===== src/rtl/nfc_rx_deframer.sv =====
// nfc_rx_deframer: recovers start/8-data/stop framed bytes from the demodulated nfc receive stream.
// Synchronised, majority-filtered input feeds a mid-bit sampling FSM with a valid/ready byte output.
module nfc_rx_deframer #(
    parameter int BIT_CYCLES = 100,
    parameter int CNT_W      = 16
) (
    input  logic       clk,
    input  logic       rst,
    input  logic       rx_in,
    output logic [7:0] data_out,
    output logic       data_valid,
    input  logic       data_ready,
    output logic       frame_err,
    output logic       overrun,
    output logic       busy
);
    typedef enum logic [2:0] {IDLE, START, DATA, STOP, RECOVER} state_t;

    localparam logic [CNT_W-1:0] HALF = CNT_W'(BIT_CYCLES / 2 - 1);
    localparam logic [CNT_W-1:0] LAST = CNT_W'(BIT_CYCLES - 1);

    state_t           state, state_n;
    logic [1:0]       sync;
    logic [2:0]       hist;
    logic             rx_f, rx_fd;
    logic [CNT_W-1:0] cnt, cnt_n;
    logic [2:0]       bit_idx, idx_n;
    logic [7:0]       shift_reg, sh_n;
    logic             deliver, bad;

    assign rx_f = (hist[0] & hist[1]) | (hist[0] & hist[2]) | (hist[1] & hist[2]);
    assign busy = state != IDLE;

    always_comb begin
        state_n = state;
        cnt_n   = cnt + 1'b1;
        idx_n   = bit_idx;
        sh_n    = shift_reg;
        deliver = 1'b0;
        bad     = 1'b0;
        case (state)
            IDLE: begin
                cnt_n   = '0;
                state_n = (rx_f & ~rx_fd) ? START : IDLE;
            end
            START: if (cnt == HALF) begin
                cnt_n   = '0;
                idx_n   = 3'd0;
                state_n = rx_f ? DATA : IDLE;
            end
            DATA: if (cnt == LAST) begin
                cnt_n          = '0;
                sh_n[bit_idx]  = rx_f;
                idx_n          = bit_idx + 3'd1;
                state_n        = (bit_idx == 3'd7) ? STOP : DATA;
            end
            STOP: if (cnt == LAST) begin
                cnt_n   = '0;
                deliver = ~rx_f;
                bad     = rx_f;
                state_n = rx_f ? RECOVER : IDLE;
            end
            RECOVER: begin
                cnt_n   = '0;
                state_n = rx_f ? RECOVER : IDLE;
            end
            default: state_n = IDLE;
        endcase
    end

    always_ff @(posedge clk) begin
        if (rst) state <= IDLE;
        else     state <= state_n;
    end

    always_ff @(posedge clk) begin
        if (rst) begin
            sync       <= '0;
            hist       <= '0;
            rx_fd      <= 1'b0;
            cnt        <= '0;
            bit_idx    <= '0;
            shift_reg  <= '0;
            data_out   <= '0;
            data_valid <= 1'b0;
            frame_err  <= 1'b0;
            overrun    <= 1'b0;
        end else begin
            sync      <= {sync[0], rx_in};
            hist      <= {hist[1:0], sync[1]};
            rx_fd     <= rx_f;
            cnt       <= cnt_n;
            bit_idx   <= idx_n;
            shift_reg <= sh_n;
            frame_err <= bad;
            if (deliver && (!data_valid || data_ready)) begin
                data_out   <= sh_n;
                data_valid <= 1'b1;
            end else if (data_valid && data_ready) begin
                data_valid <= 1'b0;
            end
            // a completed byte that cannot be held is dropped and remembered
            if (deliver && data_valid && !data_ready) overrun <= 1'b1;
        end
    end
endmodule


===== config.mk =====
export PLATFORM = sky130hd
export DESIGN_NAME = nfc_rx_deframer
export DESIGN_NICKNAME = d
export VERILOG_FILES = /design/src/rtl/nfc_rx_deframer.sv
export SDC_FILE = /design/constraint.sdc
export NUM_CORES = 1
export LEC_CHECK = 0
export CAP_MARGIN = 40
export CORE_UTILIZATION = 45
export CTS_CLUSTER_SIZE = 20
export DETAILED_ROUTE_END_ITERATION = 10
export PLACE_DENSITY = 0.63
export REMOVE_ABC_BUFFERS = 1
export SKIP_LAST_GASP = 1
export SLEW_MARGIN = 15
export SYNTH_ARGS = -nofsm -noshare
export SYNTH_HDL_FRONTEND = slang
export SYNTH_SLANG_ARGS = --single-unit

===== constraint.sdc =====
create_clock -name clk -period 4.9 [get_ports clk]
set_clock_uncertainty 0.1 [all_clocks]
set_input_delay 0.98 -clock clk [delete_from_list [all_inputs] [get_ports clk]]
set_output_delay 0.98 -clock clk [all_outputs]
set_load 0.02 [all_outputs]

-- After elaboration in Yosys (flattened, before gate mapping)
Index checks and enable logic that the tools add are counted.
- multipliers: 0
- shift operators: 0
- reductions and logical operators: 17
- multiplexer cells: 23
- eq/ne operators: 10
- bitwise logic cells: 10
- $add $sub $neg: 2
- div/mod/pow operators: 0
- order comparisons: 2
- operators with widths (cell ; number):
    case mux 16 bit (3 select lines) ; 1
    2-to-1 mux 16 bit ; 2
    2-to-1 mux 3 bit ; 6
    adder 16 x 1 -> 16 bit, second input constant ; 1
    equality test 16 x 6 -> 1 bit, second input constant ; 1
    equality test 16 x 7 -> 1 bit, second input constant ; 1
    2-to-1 mux 8 bit ; 2
    case mux 3 bit (5 select lines) ; 1
    bitwise mux 8 bit ; 1
    2-to-1 mux 1 bit ; 7
    equality test 3 x 2 -> 1 bit, second input constant ; 2
    equality test 3 bit, second input constant ; 2
    != test 2 bit, second input constant ; 3
    case mux 3 bit (2 select lines) ; 1
    AND reduction 3 bit ; 2
    logical AND 1 bit ; 5
    bitwise AND 1 bit ; 4
    less-than comparator 3 x 4 -> 1 bit, second input constant ; 1
    inverter 1 bit ; 4
    nonzero test 2 bit ; 2
    OR reduction 2 bit ; 2
    adder 3 x 1 -> 3 bit, second input constant ; 1
    demux 1 bit (select 3 bit) ; 1
    equality test 3 x 1 -> 1 bit, second input constant ; 1
    8 further kinds ; 10
- bits in read-only memories: 0
- memories kept: 0
- register bits: 47
- bits in latches: 0
- RAM bits: 0
- output and inout port bits: 12

-- Logic depth before layout (Yosys ltp)
- depth after elaboration: 8
- depth in mapped cells: 7

-- Worst setup path before layout
OpenSTA, ideal clock, no wires.
- path kind: input -> register
- from: input data_ready
- to: register data_out[0]
- path buffers: 0
- path slack: 2795 ps
- stages on the path: 4
- arrival time: 1935 ps
- library setup time: 70 ps
- path through: nand2b_1 nor3b_1 nand4_1 a21oi_1
- longest elaborated chain between the ends: 2
- ends and longest elaborated chain (element ; line ; text):
    start: declaration ; 12 ; input logic data_ready,
    logical OR 1 bit ; 96 ; if (deliver && (!data_valid || data_ready)) begin
    logical AND 1 bit ; 96 ;
    end signal: assignment ; 97 ; data_out <= sh_n;
    end: declaration ; 10 ; output logic [7:0] data_out,
No other way between the ends.
A chain may end at the register's enable or synchronous reset.

-- Worst setup path after layout
- from: register state[0]
- to: output busy
- longest elaborated chain between the ends: 1
- ends and longest elaborated chain (element ; line ; text):
    start: declaration ; 22 ; state_t state, state_n;
    start signal: assignment ; 73 ; else state <= state_n;
    nonzero test 3 bit ; 32 ; assign busy = state != IDLE;
    end: declaration ; 15 ; output logic busy
No other way between the ends.

==> impl_metrics.toml <==
[die]
rows = 25
start_util_pct = 47.5
die_area_sq_um = 5340
fp.dieW_um = 73.1
core_area_sq_um = 4790
ioPinCount = 16
die-height_um = 73.1

[layout]
antennaDiodeCount = 0
area_growth_pct = 12.9
drive_gt1_share_pct = 9.02
filler_cell_count = 459
final_nets = 262
instances_no_fill = 322
final_area_sq_um = 2570
largest_register_ffs = 16

[place]
dpl.cell_count = 313
place_congestion = 0.744
io_buffer_count = 15
placed_area_sq_um = 2460
dp_hpwl_um = 3140

[grt]
grtUsageTotal_pct = 18.6
grt_pass1_wl_um = 7650
antenna_found_initial = 0
grt_pass1_vias = 1676
overflow = 0
grt_max_degree = 21

[route]
routed_wl_um = 4380
wl_per_cell_um = 13.6
drtIter0Drc = 124
num_vias = 1792
post-route-drc-count = 0
ant_nets = 0
routed_via_density = 5.57
drtPass1Iterations = 4

[worst_setup_path]
reg2regPathDepth = 5
critPathArrivalTime_ns = 1.70
cp-end-kind = "output pin"
critPathLaunchType = "flip-flop"
crit_fanout = 10
crit_required_ns = 3.82
r2r_slack_ns = 2.48
crit_end = "busy"
critPathKind = "reg2out"
r2r-start = "cnt[0]$_SDFF_PP0_"
reg2reg_to = "shift_reg[5]$_SDFF_PP0_"
startpoint = "state[0]$_SDFFE_PP0P_"

[timing]
slew_viol_final = 0
rsz0062_at_grt = "no"
tns_ns = 0
hold_viol = 0
layout_min_cycle_time_ns = 2.78
worstMarginPinSlew_ns = 0.768
slew_headroom_pct = 48.5
setup_viol = 0
fmax_mhz = 360
post-route-period-util_pct = 56.7

[flow_run]
cap_violations = 0

[clock_network]
cts_inserted_buffers = 5
cts.sinks = 47
clkSlewWorstSetupHoldPaths_ns = 0.09
tritoncts = "yes"
post_cts_buffers = 0
cts-root-buf = "clkbuf_8"
clk_path_buf_depth = 2
cts-resized-gates = 0
cts_htree_levels = 2
clock_latency_ns = 0.30
cts_hold_buffers = 0

[pwr]
peakVddDrop_mv = 0.151
powerDensity_nw_per_um2 = 250
power_leakage_uw = 0.000848

[logic_synthesis]
yosys_register_bits = 47
yosysWarnings = 0
synth_cell_types = 44
synth_cells = 242
syn-mean-instance-area_sq_um = 9.39
ys_seq_area_share_pct = 41.4
synthesis.area_sq_um = 2270

[outcome]
outcome = "finished clean"

[worst_hold_path]
min_path_type = "reg2reg"
-- how the worst min path moves through the flow --
stage | startpoint | to | slack, ns | depth (start not counted)
after floorplan | sync[1]$_SDFF_PP0_ | hist[0]$_SDFF_PP0_ | 0.31 | 1
after global placement | sync[1]$_SDFF_PP0_ | hist[0]$_SDFF_PP0_ | 0.33 | 1
after detailed placement | sync[1]$_SDFF_PP0_ | hist[0]$_SDFF_PP0_ | 0.33 | 1
after CTS | sync[1]$_SDFF_PP0_ | hist[0]$_SDFF_PP0_ | 0.36 | 1
after global routing | sync[1]$_SDFF_PP0_ | hist[0]$_SDFF_PP0_ | 0.39 | 1
final | sync[1]$_SDFF_PP0_ | hist[0]$_SDFF_PP0_ | 0.36 | 1
-- area by class of cell --
type                    instances  area (sq um)  share of cell area [%]
clock buffers                   6          82.6                    3.22
repair buffers                 19           193                    7.50
clock inverters                 2          16.3                   0.634
inverters                       4          15.0                   0.585
well taps                      67          83.8                    3.27
flip-flops and latches         47           941                    36.6
multi-input cells             177          1240                    48.1
-- worst max-delay path, cell delays in order, from the launching register on --
cell	delay, ns
dfxtp_1	0.51
inv_1	0.19
nand2_1	0.09
clkdlybuf4s50_1	0.60
-- cell usage in the layout (no fill, tap or decap), types with 8 or more instances in the layout --
cell type        instances
nor3_1                  16
o31ai_1                  8
dfxtp_1                 47
nor2b_1                  8
nor2_1                  10
nand4_1                 20
nand2b_1                13
nand2_1                  9
mux2i_1                  9
a21oi_1                 10
clkdlybuf4s50_1         15
-- metrics by stage --
| stage | util, % | hold slack, ns | total power (uW) | setup slack (ns) |
|---|---|---|---|---|
| floorplan | - | 0.314 | 395 | 2.80 |
| finish | 53.6 | 0.361 | 643 | 2.12 |
| global placement | 50.7 | 0.329 | 402 | 1.89 |
| detailed placement | 51.5 | 0.332 | 403 | 2.08 |
| global route | 53.6 | 0.388 | 668 | 2.00 |
| CTS | 53.5 | 0.359 | 651 | 2.10 |
-- layer usage --
| layer | vias to the layer above | global-route usage [%] | wire length, um |
|---|---|---|---|
| met5 | - | 0 | 0 |
| met4 | 0 | 8.50 | 100 |
| met3 | 7 | 4.28 | 148 |
| met2 | 27 | 27.5 | 1800 |
| met1 | 831 | 25.7 | 2330 |
| li1 | 927 | - | - |
-- report_power, final --
group	switching, uW	internal (uW)	total (uW)
Clock	134	115	249
Combinational	4.66	5.83	10.5
Sequential	0.491	383	383
-- Yosys cell counts --
library cell / instances / area share (%)
a2111o_1: 1 / 0.50
a211oi_1: 4 / 1.3
a21o_1: 1 / 0.33
a21oi_1: 10 / 2.2
a22oi_1: 2 / 0.66
a41oi_1: 1 / 0.39
and2_1: 1 / 0.28
and3_2: 2 / 0.66
and4_1: 4 / 1.5
and4_2: 1 / 0.44
and4b_1: 2 / 0.88
buf_2: 1 / 0.22
buf_4: 3 / 0.99
buf_6: 2 / 0.99
clkbuf_1: 7 / 1.2
clkbuf_2: 1 / 0.22
dfxtp_1: 47 / 41
ha_1: 4 / 2.2
inv_1: 4 / 0.66
maj3_1: 1 / 0.44
mux2i_1: 9 / 4.0
nand2_1: 9 / 1.5
nand2b_1: 13 / 3.6
nand3_1: 7 / 1.5
nand3_4: 1 / 0.77
nand3b_1: 2 / 0.66
nand4_1: 20 / 5.5
nand4b_1: 5 / 1.9
nor2_1: 10 / 1.7
nor2b_1: 8 / 2.2
nor3_1: 16 / 3.5
nor3_2: 4 / 1.8
nor3b_1: 1 / 0.33
nor4_4: 2 / 1.9
o21ai_0: 7 / 1.5
o221ai_1: 1 / 0.39
o22ai_1: 1 / 0.28
o31ai_1: 8 / 2.6
o31ai_2: 1 / 0.55
o41ai_1: 1 / 0.39
or3_1: 4 / 1.1
or4_1: 2 / 0.66
xnor2_1: 5 / 1.9
xor2_1: 6 / 2.3
-- cells by family (layout without fill, tap and decap cells) --
logic type / Yosys count / in the layout / synth area share [%]
adder cells (fa/ha/maj): 5 / 5 / 2.64
XOR/XNOR: 11 / 11 / 4.24
flip-flops: 47 / 47 / 41.4
AND/OR/NAND/NOR: 114 / 114 / 32.4
buffers and inverters: 18 / 31 / 4.24
AO/OA/AOI/OAI: 38 / 38 / 11.2
multiplexers: 9 / 9 / 3.96
Power figures use the tool's default switching activity.
